[src/rtl/wfg_drive_spi_if.sv]
// Sample stream from the stimulus stage into the SPI drive block.
interface wfg_drive_spi_if;
  localparam int unsigned DATA_W = 18;

  logic              tvalid;
  logic              tready;
  logic [DATA_W-1:0] tdata;

  modport master (output tvalid, output tdata, input tready);
  modport slave  (input tvalid, input tdata, output tready);
endinterface

[src/rtl/wfg_drive_spi.sv]
// SPI (CPHA=0) serialiser for DAC samples, one-word holding buffer, started by sync pulse.
module wfg_drive_spi #(
  parameter int unsigned DIV_W = 8
) (
  input  logic             clk,
  input  logic             rst_n,
  wfg_drive_spi_if.slave   axis,
  input  logic             wfg_sync_i,
  input  logic             ctrl_en_q_i,
  input  logic             ctrl_cpol_q_i,
  input  logic             ctrl_lsbfirst_q_i,
  input  logic             ctrl_sspol_q_i,
  input  logic [1:0]       ctrl_dff_q_i,
  input  logic [DIV_W-1:0] clkcfg_div_q_i,
  output logic             spi_sclk_o,
  output logic             spi_cs_o,
  output logic             spi_sdo_o,
  output logic             busy_o,
  output logic             underrun_o
);

  localparam int unsigned DATA_W = 18;
  localparam int unsigned WORD_W = 32;
  localparam int unsigned HALF_W = 6;

  typedef enum logic [1:0] {ST_IDLE, ST_CS_SETUP, ST_SHIFT, ST_CS_HOLD} state_t;

  state_t             state_q, state_d;
  logic [DIV_W-1:0]   div_cnt_q, div_cnt_d;
  logic [DIV_W-1:0]   div_q, div_d;
  logic [HALF_W-1:0]  half_q, half_d;
  logic [WORD_W-1:0]  shreg_q, shreg_d;
  logic [WORD_W-1:0]  hold_data_q, hold_data_d;
  logic               hold_valid_q, hold_valid_d;
  logic               cpol_q, cpol_d;
  logic               lsb_q, lsb_d;
  logic [1:0]         dff_q, dff_d;
  logic               sclk_q, sclk_d;
  logic               cs_q, cs_d;
  logic               sdo_q, sdo_d;
  logic               busy_q, busy_d;
  logic               underrun_q, underrun_d;

  logic               accept_c;
  logic               period_end_c;
  logic               last_half_c;
  logic [4:0]         align_c;
  logic [WORD_W-1:0]  load_word_c;

  // Holding register is writable whenever enabled and empty.
  assign axis.tready  = ctrl_en_q_i & ~hold_valid_q;
  assign accept_c     = axis.tvalid & axis.tready;
  assign period_end_c = (div_cnt_q == div_q);
  // Last half-period index is 2N-1 = {dff, 4'b1111}.
  assign last_half_c  = (half_q == {dff_q, 4'b1111});
  // MSB-first words are left-justified so the shift-out bit is always bit 31.
  assign align_c      = {~ctrl_dff_q_i, 3'b000};
  assign load_word_c  = ctrl_lsbfirst_q_i ? hold_data_q : (hold_data_q << align_c);

  // Next-state, datapath and next-output logic; outputs are registered from the _d values.
  always_comb begin
    state_d      = state_q;
    div_cnt_d    = div_cnt_q;
    div_d        = div_q;
    half_d       = half_q;
    shreg_d      = shreg_q;
    hold_data_d  = hold_data_q;
    hold_valid_d = hold_valid_q;
    cpol_d       = cpol_q;
    lsb_d        = lsb_q;
    dff_d        = dff_q;
    sclk_d       = sclk_q;
    cs_d         = cs_q;
    sdo_d        = sdo_q;
    busy_d       = busy_q;
    underrun_d   = 1'b0;

    if (accept_c) begin
      hold_valid_d = 1'b1;
      hold_data_d  = {{(WORD_W-DATA_W){axis.tdata[DATA_W-1]}}, axis.tdata};
    end

    if (!ctrl_en_q_i) begin
      state_d      = ST_IDLE;
      hold_valid_d = 1'b0;
      cs_d         = ~ctrl_sspol_q_i;
      sclk_d       = ctrl_cpol_q_i;
      sdo_d        = 1'b0;
      busy_d       = 1'b0;
      div_cnt_d    = '0;
    end else begin
      unique case (state_q)
        ST_IDLE: begin
          cs_d   = ~ctrl_sspol_q_i;
          sclk_d = ctrl_cpol_q_i;
          sdo_d  = 1'b0;
          busy_d = 1'b0;
          if (wfg_sync_i) begin
            if (hold_valid_q) begin
              cpol_d       = ctrl_cpol_q_i;
              lsb_d        = ctrl_lsbfirst_q_i;
              dff_d        = ctrl_dff_q_i;
              div_d        = clkcfg_div_q_i;
              shreg_d      = load_word_c;
              hold_valid_d = 1'b0;
              div_cnt_d    = '0;
              state_d      = ST_CS_SETUP;
              cs_d         = ctrl_sspol_q_i;
              sdo_d        = ctrl_lsbfirst_q_i ? load_word_c[0] : load_word_c[WORD_W-1];
              busy_d       = 1'b1;
            end else begin
              underrun_d = 1'b1;
            end
          end
        end

        ST_CS_SETUP: begin
          cs_d   = ctrl_sspol_q_i;
          busy_d = 1'b1;
          if (period_end_c) begin
            div_cnt_d = '0;
            half_d    = '0;
            sclk_d    = ~cpol_q;
            state_d   = ST_SHIFT;
          end else begin
            div_cnt_d = div_cnt_q + DIV_W'(1);
          end
        end

        ST_SHIFT: begin
          cs_d   = ctrl_sspol_q_i;
          busy_d = 1'b1;
          if (period_end_c) begin
            div_cnt_d = '0;
            if (last_half_c) begin
              sclk_d  = cpol_q;
              state_d = ST_CS_HOLD;
            end else begin
              half_d = half_q + HALF_W'(1);
              sclk_d = ~sclk_q;
              // Even half ends on a trailing edge: present the next bit.
              if (!half_q[0]) begin
                if (lsb_q) begin
                  shreg_d = shreg_q >> 1;
                  sdo_d   = shreg_q[1];
                end else begin
                  shreg_d = shreg_q << 1;
                  sdo_d   = shreg_q[WORD_W-2];
                end
              end
            end
          end else begin
            div_cnt_d = div_cnt_q + DIV_W'(1);
          end
        end

        ST_CS_HOLD: begin
          cs_d   = ctrl_sspol_q_i;
          sclk_d = cpol_q;
          busy_d = 1'b1;
          if (period_end_c) begin
            div_cnt_d = '0;
            state_d   = ST_IDLE;
            cs_d      = ~ctrl_sspol_q_i;
            sclk_d    = ctrl_cpol_q_i;
            sdo_d     = 1'b0;
            busy_d    = 1'b0;
          end else begin
            div_cnt_d = div_cnt_q + DIV_W'(1);
          end
        end

        default: state_d = ST_IDLE;
      endcase
    end
  end

  // State, datapath and output registers.
  always_ff @(posedge clk or negedge rst_n) begin
    if (!rst_n) begin
      state_q      <= ST_IDLE;
      div_cnt_q    <= '0;
      div_q        <= '0;
      half_q       <= '0;
      shreg_q      <= '0;
      hold_data_q  <= '0;
      hold_valid_q <= 1'b0;
      cpol_q       <= 1'b0;
      lsb_q        <= 1'b0;
      dff_q        <= '0;
      sclk_q       <= 1'b0;
      cs_q         <= 1'b1;
      sdo_q        <= 1'b0;
      busy_q       <= 1'b0;
      underrun_q   <= 1'b0;
    end else begin
      state_q      <= state_d;
      div_cnt_q    <= div_cnt_d;
      div_q        <= div_d;
      half_q       <= half_d;
      shreg_q      <= shreg_d;
      hold_data_q  <= hold_data_d;
      hold_valid_q <= hold_valid_d;
      cpol_q       <= cpol_d;
      lsb_q        <= lsb_d;
      dff_q        <= dff_d;
      sclk_q       <= sclk_d;
      cs_q         <= cs_d;
      sdo_q        <= sdo_d;
      busy_q       <= busy_d;
      underrun_q   <= underrun_d;
    end
  end

  assign spi_sclk_o = sclk_q;
  assign spi_cs_o   = cs_q;
  assign spi_sdo_o  = sdo_q;
  assign busy_o     = busy_q;
  assign underrun_o = underrun_q;

endmodule

[src/flat_wrapper.sv]
// flat-port wrapper written by rule: the top's interface ports become plain ports
module wfg_drive_spi_flat 
#(
  parameter int unsigned DIV_W = 8
)
  (clk, rst_n, wfg_sync_i, ctrl_en_q_i, ctrl_cpol_q_i, ctrl_lsbfirst_q_i, ctrl_sspol_q_i, ctrl_dff_q_i, clkcfg_div_q_i, spi_sclk_o, spi_cs_o, spi_sdo_o, busy_o, underrun_o, axis_tvalid, axis_tdata, axis_tready);
  wfg_drive_spi_if axis_i ();
  input  logic clk;
  input  logic rst_n;
  input  logic wfg_sync_i;
  input  logic ctrl_en_q_i;
  input  logic ctrl_cpol_q_i;
  input  logic ctrl_lsbfirst_q_i;
  input  logic ctrl_sspol_q_i;
  input  logic [1:0] ctrl_dff_q_i;
  input  logic [DIV_W-1:0] clkcfg_div_q_i;
  output logic spi_sclk_o;
  output logic spi_cs_o;
  output logic spi_sdo_o;
  output logic busy_o;
  output logic underrun_o;
  input wire logic [$bits(axis_i.tvalid)-1:0] axis_tvalid;
  input wire logic [$bits(axis_i.tdata)-1:0] axis_tdata;
  output wire logic [$bits(axis_i.tready)-1:0] axis_tready;
  assign axis_i.tvalid = axis_tvalid;
  assign axis_i.tdata = axis_tdata;
  assign axis_tready = axis_i.tready;
  wfg_drive_spi #(.DIV_W(DIV_W)) u_core (.clk(clk), .rst_n(rst_n), .axis(axis_i), .wfg_sync_i(wfg_sync_i), .ctrl_en_q_i(ctrl_en_q_i), .ctrl_cpol_q_i(ctrl_cpol_q_i), .ctrl_lsbfirst_q_i(ctrl_lsbfirst_q_i), .ctrl_sspol_q_i(ctrl_sspol_q_i), .ctrl_dff_q_i(ctrl_dff_q_i), .clkcfg_div_q_i(clkcfg_div_q_i), .spi_sclk_o(spi_sclk_o), .spi_cs_o(spi_cs_o), .spi_sdo_o(spi_sdo_o), .busy_o(busy_o), .underrun_o(underrun_o));
endmodule
[config.mk]
export PLATFORM = sky130hd
export DESIGN_NAME = wfg_drive_spi_flat
export DESIGN_NICKNAME = d
export VERILOG_FILES = /design/src/rtl/wfg_drive_spi_if.sv /design/src/rtl/wfg_drive_spi.sv /design/src/flat_wrapper.sv
export SDC_FILE = /design/constraint.sdc
export NUM_CORES = 1
export LEC_CHECK = 0
export CAP_MARGIN = 25
export CORE_UTILIZATION = 32
export CTS_BUF_LIST = sky130_fd_sc_hd__clkbuf_8 sky130_fd_sc_hd__clkbuf_16
export DETAILED_ROUTE_END_ITERATION = 6
export GPL_ROUTABILITY_DRIVEN = 0
export RECOVER_POWER = 100
export SYNTH_ARGS = -nofsm -noshare
export SYNTH_HDL_FRONTEND = slang
export SYNTH_SLANG_ARGS = --single-unit
export TNS_END_PERCENT = 5
[constraint.sdc]
create_clock -name clk -period 2.45 [get_ports clk]
set_input_delay 0.3675 -clock clk [delete_from_list [all_inputs] [get_ports clk]]
set_output_delay 0.3675 -clock clk [all_outputs]
set_load 0.005 [all_outputs]
==> results.md <==
* Post-route setup slack at 0.178 ns
* CP Data Arrival Time at 2.49 ns
* Die Ht at 127 um
* Num rows at 45
* Worst IR Drop VDD at 0.309 mV
* Fillers at 1,524
* Leading cell type in the layout, fill and taps excluded: dfrtp_1
* Max Clk Rate at 440 MHz
* Post-CTS Setup Repair Bufs at 0
* Reg-to-reg critical path startpoint: u_core.half_q[0]
* GR Util met2 at 25.3%
* CTS clk-pin slew, worst paths at 0.06 ns
* M1 GR Usage at 21.4%
* Dpl hpwl at 8.78 mm
* Routed len/inst at 17.4 um
* Max-Cap Viols at 0
* CTS Buffer Depth at 2
* Initial antenna violation count at 0
* Critical path capture point type: register
* Vias post-DR at 3,896
* FFs w/ async S/R, synth at 100%
* Port bufs at 41
* Nets at 559
* WS Path Type: reg2reg
* Kind of start point of the critical path: register
* Post-Synthesis Cell Area at 0.00499 sq mm
* P_leak at 2.49 nW
* Global-route wire length before repair at 20.3 mm
* Measured slew at the worst slew-check pin at 1.28 ns
* Slew Limit Fails at 0
* Worst rel slew slack at 14.9%
* Clk root buf: clkbuf_16
* Most frequent cells in the layout: 83 x dfrtp_1, 40 x a21oi_1, 33 x mux2_2, 33 x clkdlybuf4s50_1, 32 x mux2i_1
* CP required at 2.67 ns
* Initial DRC count at 223
* Syn Inst Count at 470
* Post-route ant nets at 0
* Post-detailed-route via-to-cell ratio at 5.49
* Final setup TNS at 0 ns
* Library cells used by synthesis at 54
* Largest net degree at the start of global routing at 51
* Final min period at 2.27 ns
* Worst Clk Skew at 0.00532 ns
* Later-pin clock latency in the skew report at 0.34 ns
* Net Count, Synth at 512
* HP Class: in2async
* Grt met3 use at 3.63%
* Initial Utilization at 32.8%
* RSZ-0062 raised after global routing: no
* Seq cells post-synth at 84
* Tot GR Track Use at 16.1%
* Critical-path maximum fanout at 15
* P&R area growth vs syn at 17.8%
* Clk sinks at 84
* Post-synth EDFFs at 0
* Cts hold-fix bufs at 0
* TritonCTS Buffers at 9
* H-tree depth at 3
* Antenna diode count at 0
* Remaining DRCs at 0
* Io pins at 42
* Setup crit start: u_core.half_q[0]
* Post_cts resized at 0
* Fin crit share at 92.7%
* Seq/Total Area, Yosys at 42.2%
* Pre-Repair DR Iteration Count at 5
* Pwr Density at 988 mW/mm^2
* Syn avg cell area at 10.6 sq um
* Ratio of cells with drive above 1 in the final layout at 16.3%
* Final Hold Vio Count at 0
* Ys Warns at 0
* Final global-route overflow total at 0
* Gr busiest metal: met2
* Die W at 127 um
* Area of the die at 0.0161 sq mm
* Dpl ws at 0.139 ns
* Number of global-route vias before repair at 3,799
* Core footprint at 0.0152 sq mm
* Setup Viol. Count Final at 0
* CTS tree: built
* Top_reg_cell synth: dfrtp_1
* Post-Route WL at 12.3 mm
* Status: complete, no violations
-- metrics by stage --
| step | hold WS (ns) | utilization (%) | instance area (sq um) | cells | power, W |
|---|---|---|---|---|---|
| finish | 0.286 | 38.7 | 5880 | 710 | 0.00581 |
| global route | 0.405 | 38.7 | 5880 | 710 | 0.00621 |
| CTS | 0.0961 | 39.3 | 5970 | 710 | 0.00597 |
| detailed placement | 0.450 | 37.5 | 5700 | 694 | 0.00470 |
| global placement | 0.448 | 37.5 | 5700 | 694 | 0.00462 |
| floorplan | 0.0719 | - | 4990 | 470 | 0.00399 |
-- cells by family after synthesis --
logic type,Yosys count,share of synthesized area [%]
multiplexers,85,19.9
buffers and inverters,43,4.21
flip-flops,84,42.2
XOR/XNOR,16,3.26
AND/OR/NAND/NOR,95,9.51
AO/OA/AOI/OAI,141,19.4
adder cells (fa/ha/maj),6,1.51
-- sequential cells by signal, summed over array words and instances (netlist names), 2 cells and up --
name	cells
u_core.div_cnt_q	8
u_core.shreg_q	32
u_core.div_q	8
u_core.hold_data_q	18
u_core.dff_q	2
u_core.half_q	6
u_core.state_q	2
-- path summary, 6_finish.rpt --
check,endpoint,slack [ns],depth (start not counted)
min in group clk,u_core.shreg_q[0],0.52,1
setup / recovery,u_core.shreg_q[14],0.18,7
hold reg to reg,u_core.shreg_q[0],0.52,1
hold / removal,u_core.div_q[4],0.29,1
setup reg to reg,u_core.shreg_q[14],0.18,7
max in group asynchronous,u_core.shreg_q[17],0.64,2
-- worst max-delay path, stage by stage (launching register included) --
cell	delay, ns
dfrtp_1	0.46
ha_1	0.22
nand3_1	0.11
nor3_1	0.40
o41a_1	0.34
nor2_8	0.06
buf_4	0.21
mux2_1	0.33
-- report_power, final --
group | switching (W) | internal (W)
registers | 0.000526 | 0.00188
clock network | 0.000550 | 0.000703
logic | 0.00104 | 0.00110
-- per-layer routing --
layer	share of wire (%)	vias to the layer above
met2	47	102
met3	4.6	23
met1	47	1919
met4	2.1	0
met5	0	-
li1	-	1852
-- synthesized netlist by cell type, types with 2 or more instances --
cell type / instances / area, sq um
a32oi_1: 3 / 26.3
o21ai_0: 19 / 95.1
a211oi_1: 9 / 67.6
nand4_1: 5 / 31.3
nor2_1: 31 / 116
o22ai_1: 3 / 18.8
buf_1: 2 / 7.51
a32o_1: 2 / 20.0
a22o_1: 12 / 105
mux2i_1: 32 / 320
nand2_1: 20 / 75.1
and4_1: 2 / 17.5
or3_1: 2 / 12.5
a21oi_1: 40 / 200
xnor2_1: 9 / 78.8
buf_2: 7 / 35.0
a221oi_1: 15 / 131
nand3_1: 9 / 45.0
nor2b_1: 11 / 68.8
mux2_4: 20 / 300
xor2_1: 4 / 35.0
a21o_1: 10 / 75.1
and2_1: 4 / 25.0
nor3_1: 4 / 20.0
ha_1: 6 / 75.1
o31ai_1: 15 / 113
mux2_2: 33 / 372
xnor2_2: 3 / 48.8
inv_1: 12 / 45.0
clkbuf_1: 19 / 71.3
dfrtp_1: 83 / 2080
buf_12: 2 / 40.0
-- area by class of cell --
class	count	area (sq um)	share of cell area (%)
flip-flops and latches	84	2100	35.8
well taps	188	235	4.00
clock buffers	10	239	4.07
clock inverters	6	32.5	0.554
inverters	12	45.0	0.767
repair buffers	67	599	10.2
multi-input cells	343	2620	44.6
(Power assumes the default switching activity.)
